<file path="config.mk">
export PLATFORM = sky130hd
export DESIGN_NAME = xm_cex_decode_stage
export DESIGN_NICKNAME = d
export VERILOG_FILES = /design/src/rtl/xm_cex_decode_stage.sv
export SDC_FILE = /design/constraint.sdc
export NUM_CORES = 1
export LEC_CHECK = 0
export BUFFER_PORTS_ARGS = -buffer_cell sky130_fd_sc_hd__buf_2
export CORE_MARGIN = 3
export CORE_UTILIZATION = 30
export DETAILED_ROUTE_END_ITERATION = 10
export HOLD_SLACK_MARGIN = 0.06
export PLACE_DENSITY = 0.63
export SLEW_MARGIN = 0
export SYNTH_ARGS = -nofsm -noshare
export SYNTH_HDL_FRONTEND = slang
export SYNTH_SLANG_ARGS = --single-unit
export TNS_END_PERCENT = 30
</file>
<file path="constraint.sdc">
create_clock -name clk_i -period 5.4 [get_ports clk_i]
set_clock_uncertainty 0.2 [all_clocks]
set_input_delay 0.27 -clock clk_i [delete_from_list [all_inputs] [get_ports clk_i]]
set_output_delay 0.27 -clock clk_i [all_outputs]
set_load 0.01 [all_outputs]
</file>
<file path="src/rtl/xm_cex_decode_stage.sv">
`default_nettype none
// ============================================================================
// Module   : xm_cex_decode_stage
// Purpose  : Registered decode stage for the X-Makina 16-bit core. Classifies
//            each fetched instruction into an operation class and tracks
//            Conditional Execution (CEX) blocks, tagging every outgoing
//            instruction with an execute/suppress qualifier.
// Ports    : clk_i, rst_i      - clock, synchronous active-high reset
//            valid_i, inst_i   - fetched instruction and its valid
//            flags_i           - PSW flags {V,N,Z,C}
//            stall_i, flush_i  - downstream back-pressure, pipeline redirect
//            ready_o           - stage accepts inst_i this cycle
//            valid_o, inst_o   - registered instruction and its valid
//            instOp_o          - operation class
//            exec_o            - 1 = takes architectural effect, 0 = no-op
//            cexActive_o       - output instruction lies inside a CEX block
// Revision : 1.0 - initial release
// ============================================================================
module xm_cex_decode_stage #(
    parameter int WORD  = 16,
    parameter int CNT_W = 3
) (
    input  logic            clk_i,
    input  logic            rst_i,
    input  logic            valid_i,
    input  logic [WORD-1:0] inst_i,
    input  logic [3:0]      flags_i,
    input  logic            stall_i,
    input  logic            flush_i,
    output logic            ready_o,
    output logic            valid_o,
    output logic [WORD-1:0] inst_o,
    output logic [4:0]      instOp_o,
    output logic            exec_o,
    output logic            cexActive_o
);

    // Operation classes
    localparam logic [4:0] c_OP_RES0        = 5'd0;
    localparam logic [4:0] c_OP_COND_BRANCH = 5'd2;
    localparam logic [4:0] c_OP_LINK_BRANCH = 5'd3;
    localparam logic [4:0] c_OP_ALU         = 5'd4;
    localparam logic [4:0] c_OP_ACC_LOAD    = 5'd5;
    localparam logic [4:0] c_OP_ACC_STORE   = 5'd6;
    localparam logic [4:0] c_OP_REL_LOAD    = 5'd7;
    localparam logic [4:0] c_OP_REL_STORE   = 5'd8;
    localparam logic [4:0] c_OP_IMM_LOAD    = 5'd9;
    localparam logic [4:0] c_OP_SWAP        = 5'd10;
    localparam logic [4:0] c_OP_TRAP_CALL   = 5'd11;
    localparam logic [4:0] c_OP_COND_EXEC   = 5'd12;

    // Block-tracking states
    localparam logic [1:0] c_ST_IDLE      = 2'd0;
    localparam logic [1:0] c_ST_TRUE_BLK  = 2'd1;
    localparam logic [1:0] c_ST_FALSE_BLK = 2'd2;

    localparam logic [CNT_W-1:0] c_CNT_ONE = {{(CNT_W-1){1'b0}}, 1'b1};

    logic [1:0]       r_state;
    logic [CNT_W-1:0] r_tcnt;
    logic [CNT_W-1:0] r_fcnt;
    logic             r_cond_res;

    logic             r_valid;
    logic [WORD-1:0]  r_inst;
    logic [4:0]       r_op;
    logic             r_exec;
    logic             r_cex_active;

    logic [4:0]       w_op;
    logic             w_is_cex;
    logic             w_cond;
    logic             w_ready;
    logic             w_accept;
    logic [CNT_W-1:0] w_tc;
    logic [CNT_W-1:0] w_fc;
    logic [1:0]       w_state_nxt;
    logic [CNT_W-1:0] w_tcnt_nxt;
    logic [CNT_W-1:0] w_fcnt_nxt;
    logic             w_cond_nxt;
    logic             w_exec;
    logic             w_cex_active;

    assign w_ready  = !r_valid || !stall_i;
    assign w_accept = valid_i && w_ready;
    assign w_is_cex = (w_op == c_OP_COND_EXEC);
    assign w_tc     = inst_i[2*CNT_W-1:CNT_W];
    assign w_fc     = inst_i[CNT_W-1:0];

    // Opcode classification
    always_comb begin
        w_op = c_OP_RES0;
        casez (inst_i[15:12])
            4'b000?: w_op = c_OP_LINK_BRANCH;
            4'b001?: w_op = c_OP_COND_BRANCH;
            4'b0100: w_op = (inst_i[11:8] == 4'b1100) ? c_OP_SWAP : c_OP_ALU;
            4'b0101: begin
                case (inst_i[11:10])
                    2'b00:   w_op = c_OP_ACC_LOAD;
                    2'b01:   w_op = c_OP_ACC_STORE;
                    2'b10:   w_op = c_OP_TRAP_CALL;
                    default: w_op = c_OP_COND_EXEC;
                endcase
            end
            4'b011?: w_op = c_OP_IMM_LOAD;
            4'b10??: w_op = c_OP_REL_LOAD;
            4'b11??: w_op = c_OP_REL_STORE;
            default: w_op = c_OP_RES0;
        endcase
    end

    // CEX condition against the flags present at acceptance: {V,N,Z,C}
    always_comb begin
        w_cond = 1'b1;
        case (inst_i[8:6])
            3'd0:    w_cond = flags_i[1];
            3'd1:    w_cond = !flags_i[1];
            3'd2:    w_cond = flags_i[0];
            3'd3:    w_cond = !flags_i[0];
            3'd4:    w_cond = flags_i[2];
            3'd5:    w_cond = !(flags_i[2] ^ flags_i[3]);
            3'd6:    w_cond = flags_i[2] ^ flags_i[3];
            default: w_cond = 1'b1;
        endcase
    end

    // Next block state and the qualifier for the instruction being accepted.
    // A CEX seen inside a block is just another slot: it never reloads fields.
    always_comb begin
        w_state_nxt  = r_state;
        w_tcnt_nxt   = r_tcnt;
        w_fcnt_nxt   = r_fcnt;
        w_cond_nxt   = r_cond_res;
        w_exec       = 1'b1;
        w_cex_active = 1'b0;
        case (r_state)
            c_ST_IDLE: begin
                if (w_is_cex) begin
                    w_exec     = 1'b0;
                    w_cond_nxt = w_cond;
                    w_tcnt_nxt = w_tc;
                    w_fcnt_nxt = w_fc;
                    if (w_tc != '0)
                        w_state_nxt = c_ST_TRUE_BLK;
                    else if (w_fc != '0)
                        w_state_nxt = c_ST_FALSE_BLK;
                    else
                        w_state_nxt = c_ST_IDLE;
                end
            end
            c_ST_TRUE_BLK: begin
                w_exec       = !w_is_cex && r_cond_res;
                w_cex_active = 1'b1;
                w_tcnt_nxt   = r_tcnt - c_CNT_ONE;
                if (r_tcnt == c_CNT_ONE)
                    w_state_nxt = (r_fcnt != '0) ? c_ST_FALSE_BLK : c_ST_IDLE;
            end
            c_ST_FALSE_BLK: begin
                w_exec       = !w_is_cex && !r_cond_res;
                w_cex_active = 1'b1;
                w_fcnt_nxt   = r_fcnt - c_CNT_ONE;
                if (r_fcnt == c_CNT_ONE)
                    w_state_nxt = c_ST_IDLE;
            end
            default: w_state_nxt = c_ST_IDLE;
        endcase
    end

    // Block state advances only on accept edges; flush wins over everything
    always_ff @(posedge clk_i) begin
        if (rst_i) begin
            r_state    <= c_ST_IDLE;
            r_tcnt     <= '0;
            r_fcnt     <= '0;
            r_cond_res <= 1'b0;
        end else if (flush_i) begin
            r_state <= c_ST_IDLE;
            r_tcnt  <= '0;
            r_fcnt  <= '0;
        end else if (w_accept) begin
            r_state    <= w_state_nxt;
            r_tcnt     <= w_tcnt_nxt;
            r_fcnt     <= w_fcnt_nxt;
            r_cond_res <= w_cond_nxt;
        end
    end

    // Output registers: load on accept, drain when not stalled, else hold
    always_ff @(posedge clk_i) begin
        if (rst_i) begin
            r_valid      <= 1'b0;
            r_inst       <= '0;
            r_op         <= '0;
            r_exec       <= 1'b0;
            r_cex_active <= 1'b0;
        end else if (flush_i) begin
            r_valid      <= 1'b0;
            r_exec       <= 1'b0;
            r_cex_active <= 1'b0;
        end else if (w_accept) begin
            r_valid      <= 1'b1;
            r_inst       <= inst_i;
            r_op         <= w_op;
            r_exec       <= w_exec;
            r_cex_active <= w_cex_active;
        end else if (w_ready) begin
            r_valid <= 1'b0;
        end
    end

    assign ready_o     = w_ready;
    assign valid_o     = r_valid;
    assign inst_o      = r_inst;
    assign instOp_o    = r_op;
    assign exec_o      = r_exec;
    assign cexActive_o = r_cex_active;

endmodule
`default_nettype wire
</file>
## Word level (Yosys, flattened, before mapping)

Cells that the tools add are included.

- Flip-flop bits (word level): 33
- Latch bits: 0
- Memory bits (writable): 0
- Memory bits (read-only): 0
- Output and inout bits: 25
- Memories: 0

- $add $sub $neg: 2
- Multiply operators: 0
- Div/mod/pow operators: 0
- $lt $le $gt $ge: 0
- Equality and inequality tests: 23
- Shift-type cells: 0
- Muxes and demuxes: 20
- Bitwise operators: 2
- Reduce and logical (&&, ||, !) cells: 28

Operators with widths:

| cell | number |
|---|---|
| $pmux 5 s7 | 1 |
| $eq 3x1->1 const B | 4 |
| $mux 2 | 6 |
| $pmux 3 s2 | 2 |
| $pmux 4 s3 | 1 |
| $eq 3x2->1 const B | 3 |
| $eq 3x3->1 const B | 3 |
| $reduce_bool 3->1 | 3 |
| $eq 2x2->1 const B | 4 |
| $eq 4x3->1 const B | 2 |
| $reduce_and 4->1 | 2 |
| $logic_not 1->1 | 7 |
| $pmux 1 s7 | 1 |
| $logic_not 3->1 | 2 |
| $mux 3 | 2 |
| $ne 2x2->1 const B | 3 |
| $pmux 2 s3 | 1 |
| $reduce_and 3->1 | 2 |
| $reduce_bool 2->1 | 3 |
| $sub 3x1->3 const B | 2 |
| $eq 5x4->1 const B | 1 |
| $eq 2x1->1 const B | 2 |
| $eq 4x4->1 const B | 1 |
| $logic_not 2->1 | 2 |
| 9 further kinds | 15 |

## Depth between registers and ports, before layout

- Word-level depth: 7
- Mapped depth: 8
- Gate-level depth less buffers: 7

## Least setup slack after synthesis

OpenSTA, ideal clock, no wires.

- Path type: input -> register
- Start point: input port inst_i[10]
- End point: register r_fcnt[0]
- Setup time: 0.122 ns
- Arrival: 1.620 ns
- Setup slack: 3.459 ns
- Stages: 6
- Buffers on the path: 0
- Cells stage by stage: inv_1 ha_1 or3b_4 nor3_4 o21ai_2 o311a_1

- Longest elaborated chain between the ends: 6
- Elaborated cells on any way between the ends: 10
- Classes of those cells: 5 x eq/ne; 3 x mux; 2 x reduce/logical

RTL lines:

| element | RTL line | text |
|---|---|---|
| start, declared | 26 | `input logic [WORD-1:0] inst_i,` |
| $eq 2x2->1 (tied with other cells) | 98 | `case (inst_i[11:10])` |
| $pmux 4 s3 or $mux 4 (tied branches) | 98, 96 |  |
| $pmux 5 s7 (*) | 93 | `casez (inst_i[15:12])` |
| $eq 5x4->1 (*) | 86 | `assign w_is_cex = (w_op == c_OP_COND_EXEC);` |
| $ne 2x2->1 (no line) (*) | - |  |
| $reduce_and 3->1 (no line) (*) | - |  |
| end signal, assigned | 183 | `r_fcnt <= w_fcnt_nxt;` |
| end, declared | 61 | `logic [CNT_W-1:0] r_fcnt;` |

Every way passes the cells marked *; elsewhere a longest branch is shown, timed or not. The select of a mux whose other input is x is not followed.
A chain may end at the register's enable or synchronous reset.

## Worst setup path after layout

- Start point: input port valid_i
- End point: register r_op[0], in the netlist instOp_o[0]

- Longest elaborated chain between the ends: 2

RTL lines:

| element | RTL line | text |
|---|---|---|
| start, declared | 25 | `input logic valid_i,` |
| $logic_and 1x1->1 | 85 | `assign w_accept = valid_i && w_ready;` |
| $reduce_and 2->1 (no line) | - |  |
| end signal, assigned | 203 | `r_op <= w_op;` |
| end, declared | 66 | `logic [4:0] r_op;` |

No other way between the ends.

==> results.sh <==
export IMPL_power_density_nw_per_um2=226
export IMPL_postCtsHoldBufs=6
export IMPL_leakagePower_nw=0.971
export IMPL_grt_overflow=0
export IMPL_detail_route_iter0_violations=78
export IMPL_clockBufferDepth=2
export IMPL_async_flop_share=0
export IMPL_final_core_util=0.391
export IMPL_wl_per_cell_um=12.3
export IMPL_cp_max_fo=19
export IMPL_layout_setup_ws_ps=3360
export IMPL_dp_hpwl_mm=3.21
export IMPL_rsz0062_at_grt="false"
export IMPL_cts_tree="built"
export IMPL_grt_pass1_wl_mm=6.78
export IMPL_synth_edf_count=0
export IMPL_cts_reportedPaths_clkPinSlew_ps=70
export IMPL_synth_ff_type="dfxtp_1"
export IMPL_use_met2=0.191
export IMPL_min_period_ps=2040
export IMPL_ant_nets=0
export IMPL_cp_slowest_cell="dlygate4sd3_1"
export IMPL_drive_gt1_frac=0.228
export IMPL_cp_num_buf_inv=2
export IMPL_grt_max_degree=25
export IMPL_syn_avg_cell_area_sq_um=7.79
export IMPL_cts_sinks=32
export IMPL_clk_latency_ps=280
export IMPL_slew_headroom=0.643
export IMPL_fp_dieW_um=82.4
export IMPL_worst_ep_arrival_time_ps=2060
export IMPL_fp_dieH_um=82.4
export IMPL_hold_path_class="input pin to flip-flop"
export IMPL_setup_viol=0
export IMPL_cts_resized=0
export IMPL_crit_type="input pin to flip-flop"
export IMPL_die_area_sq_um=6800
export IMPL_crit_chain="dlygate4sd3_1 > buf_2 > a21bo_2 > or2_2 > a221o_1 > a21oi_1"
export IMPL_status="completed"
export IMPL_cp_end_kind="flip-flop"
export IMPL_htree_levels=2
export IMPL_initial_utilization=0.314
export IMPL_met3_usage=0.0293
export IMPL_finalHoldViolations=0
export IMPL_fmax_ghz=0.490
export IMPL_drt_pass1_iter_count=4
export IMPL_num_rows=27
export IMPL_synthMostInstantiatedCell="nand2_1"
export IMPL_yosys_warnings=0
export IMPL_critPathTopFamily="compound AO/OA/AOI/OAI gates"
export IMPL_ir_worst_vdd_v=0.000148
export IMPL_post_route_period_util=0.378
export IMPL_cpPeakStageDelay_ps=510
export IMPL_synth_cell_area_sq_um=1750
export IMPL_cap_violations=0
export IMPL_synth_seq_cells=32
export IMPL_netlist_instances=225
export IMPL_post_cts_setup_buffer_count=0
export IMPL_tns_ps=0
export IMPL_worstRegToRegCells=6
export IMPL_worstPathRequired_ps=5410
export IMPL_synth_top_area_frac=0.365
export IMPL_whs_path_depth=3
export IMPL_antenna_found_initial=0
export IMPL_syn_num_nets=264
export IMPL_viasPerCell=4.83
export IMPL_seq_area_frac_synth=0.365
export IMPL_finalMaxSlewViolations=0
export IMPL_io_pins=50
export IMPL_top_usage_layer="met2"
export IMPL_cts_root_buf="clkbuf_8"
export IMPL_drc=0
export IMPL_port_buffers=48
export IMPL_worst_slew_pin_slew_ps=529
export IMPL_totalWireLength_mm=4.30
export IMPL_grtUsageMet1=0.182
export IMPL_yosys_top_cells_count="50 x nand2_1, 32 x dfxtp_1, 30 x a21oi_1, 14 x ha_1, 14 x inv_1"
export IMPL_crit_path_start_kind="input pin"
export IMPL_synth_distinct_cells=45
export IMPL_synth_area_leader_cell="dfxtp_1"
export IMPL_areaGrowthSynthToFinish_pct=24.5
export IMPL_core_area_sq_um=5570
export IMPL_grt_util_all_layers=0.129
export IMPL_path_depth=6
export IMPL_synthTopCellsByArea="dfxtp_1 37%, nand2_1 11%, ha_1 10%"
export IMPL_grt_pass1_vias=1486
export IMPL_numCtsBuffers=5
export IMPL_gp_congestion=0.771
export IMPL_num_vias=1681
export IMPL_pre_cts_ws_ps=3190
export IMPL_nets=315
export IMPL_num_antenna_cells=0
-- per-layer routing --
metal | up-vias | part of all wire
li1 | 868 | -
met5 | - | 0
met2 | 34 | 0.44
met4 | 0 | 0.010
met1 | 775 | 0.49
met3 | 4 | 0.055
-- logic make-up (layout without fill, tap and decap cells) --
group / after synthesis / in the layout / share of synthesized area
mux: 3 / 3 / 0.0171
other cells: 1 / 1 / 0.00214
fa+ha+maj: 14 / 14 / 0.0999
xor+xnor: 1 / 1 / 0.00500
simple gates: 90 / 90 / 0.246
flops: 32 / 32 / 0.365
compound gates: 59 / 59 / 0.208
buf+inv: 25 / 76 / 0.0564
-- state kept, by name, indices dropped and copies added (netlist names) --
register and flops:
instOp_o 4, valid_o 1, r_fcnt 3, cexActive_o 1
r_state 2, r_cond_res 1, r_tcnt 3, inst_o 16
exec_o 1
-- power breakdown --
| part | internal (W) | switching [W] | leakage [nW] |
|---|---|---|---|
| Clock | 0.0000875 | 0.0000850 | 0.0410 |
| Combinational | 0.0000304 | 0.0000416 | 0.670 |
| Sequential | 0.000244 | 0.00000383 | 0.261 |
-- worst register-to-register path: cells and delay by family (launching register included) --
kind            cells  cell delay [ps]
fa+ha+maj           1              270
compound gates      2              490
simple gates        1              270
buf+inv             2              240
flops               1              330
-- cells in the final DEF (no fill, tap or decap), drive strengths merged, types with 2 or more instances in the layout --
| master | netlist | layout |
|---|---|---|
| a211oi | 2 | 2 |
| a21oi | 30 | 30 |
| a221oi | 2 | 2 |
| a31oi | 3 | 3 |
| buf | 3 | 49 |
| clkbuf | 8 | 6 |
| dfxtp | 32 | 32 |
| dlygate4sd3 | 0 | 6 |
| ha | 14 | 14 |
| inv | 14 | 14 |
| mux2i | 3 | 3 |
| nand2 | 50 | 50 |
| nand2b | 5 | 5 |
| nand3b | 2 | 2 |
| nor2 | 13 | 13 |
| nor2b | 3 | 3 |
| nor3 | 5 | 5 |
| nor4 | 2 | 2 |
| o21ai | 8 | 8 |
| o22ai | 4 | 4 |
| o311a | 2 | 2 |
| or2 | 3 | 3 |
-- metrics by stage --
step | area (sq um) | hold slack [ps] | power [W] | std cells
2_1_floorplan | 1750 | 187 | 0.000292 | 225
3_3_place_gp | 2040 | 241 | 0.000321 | 335
3_5_place_dp | 2040 | 243 | 0.000322 | 335
4_1_cts | 2180 | 61.1 | 0.000500 | 348
5_1_grt | 2180 | 75.0 | 0.000517 | 348
6_report | 2180 | 71.3 | 0.000493 | 348
-- path summary, 6_finish.rpt --
path                             startpoint          end  slack (ps)
worst max-delay path                valid_i  instOp_o[0]        3360
worst min-delay path              inst_i[6]    inst_o[6]          70
worst max register to register   r_state[1]    r_fcnt[0]        3480
worst min register to register  instOp_o[0]  instOp_o[0]         250
-- area by class of cell --
type / instances / area, sq um
fillers: 594 / 3390
multi-input cells: 168 / 1010
flip-flops and latches: 32 / 641
repair buffers: 55 / 308
well taps: 72 / 90.1
clock buffers: 6 / 72.6
inverters: 14 / 52.6
clock inverters: 1 / 5.00
No activity file was read; power rests on OpenSTA's default activity.
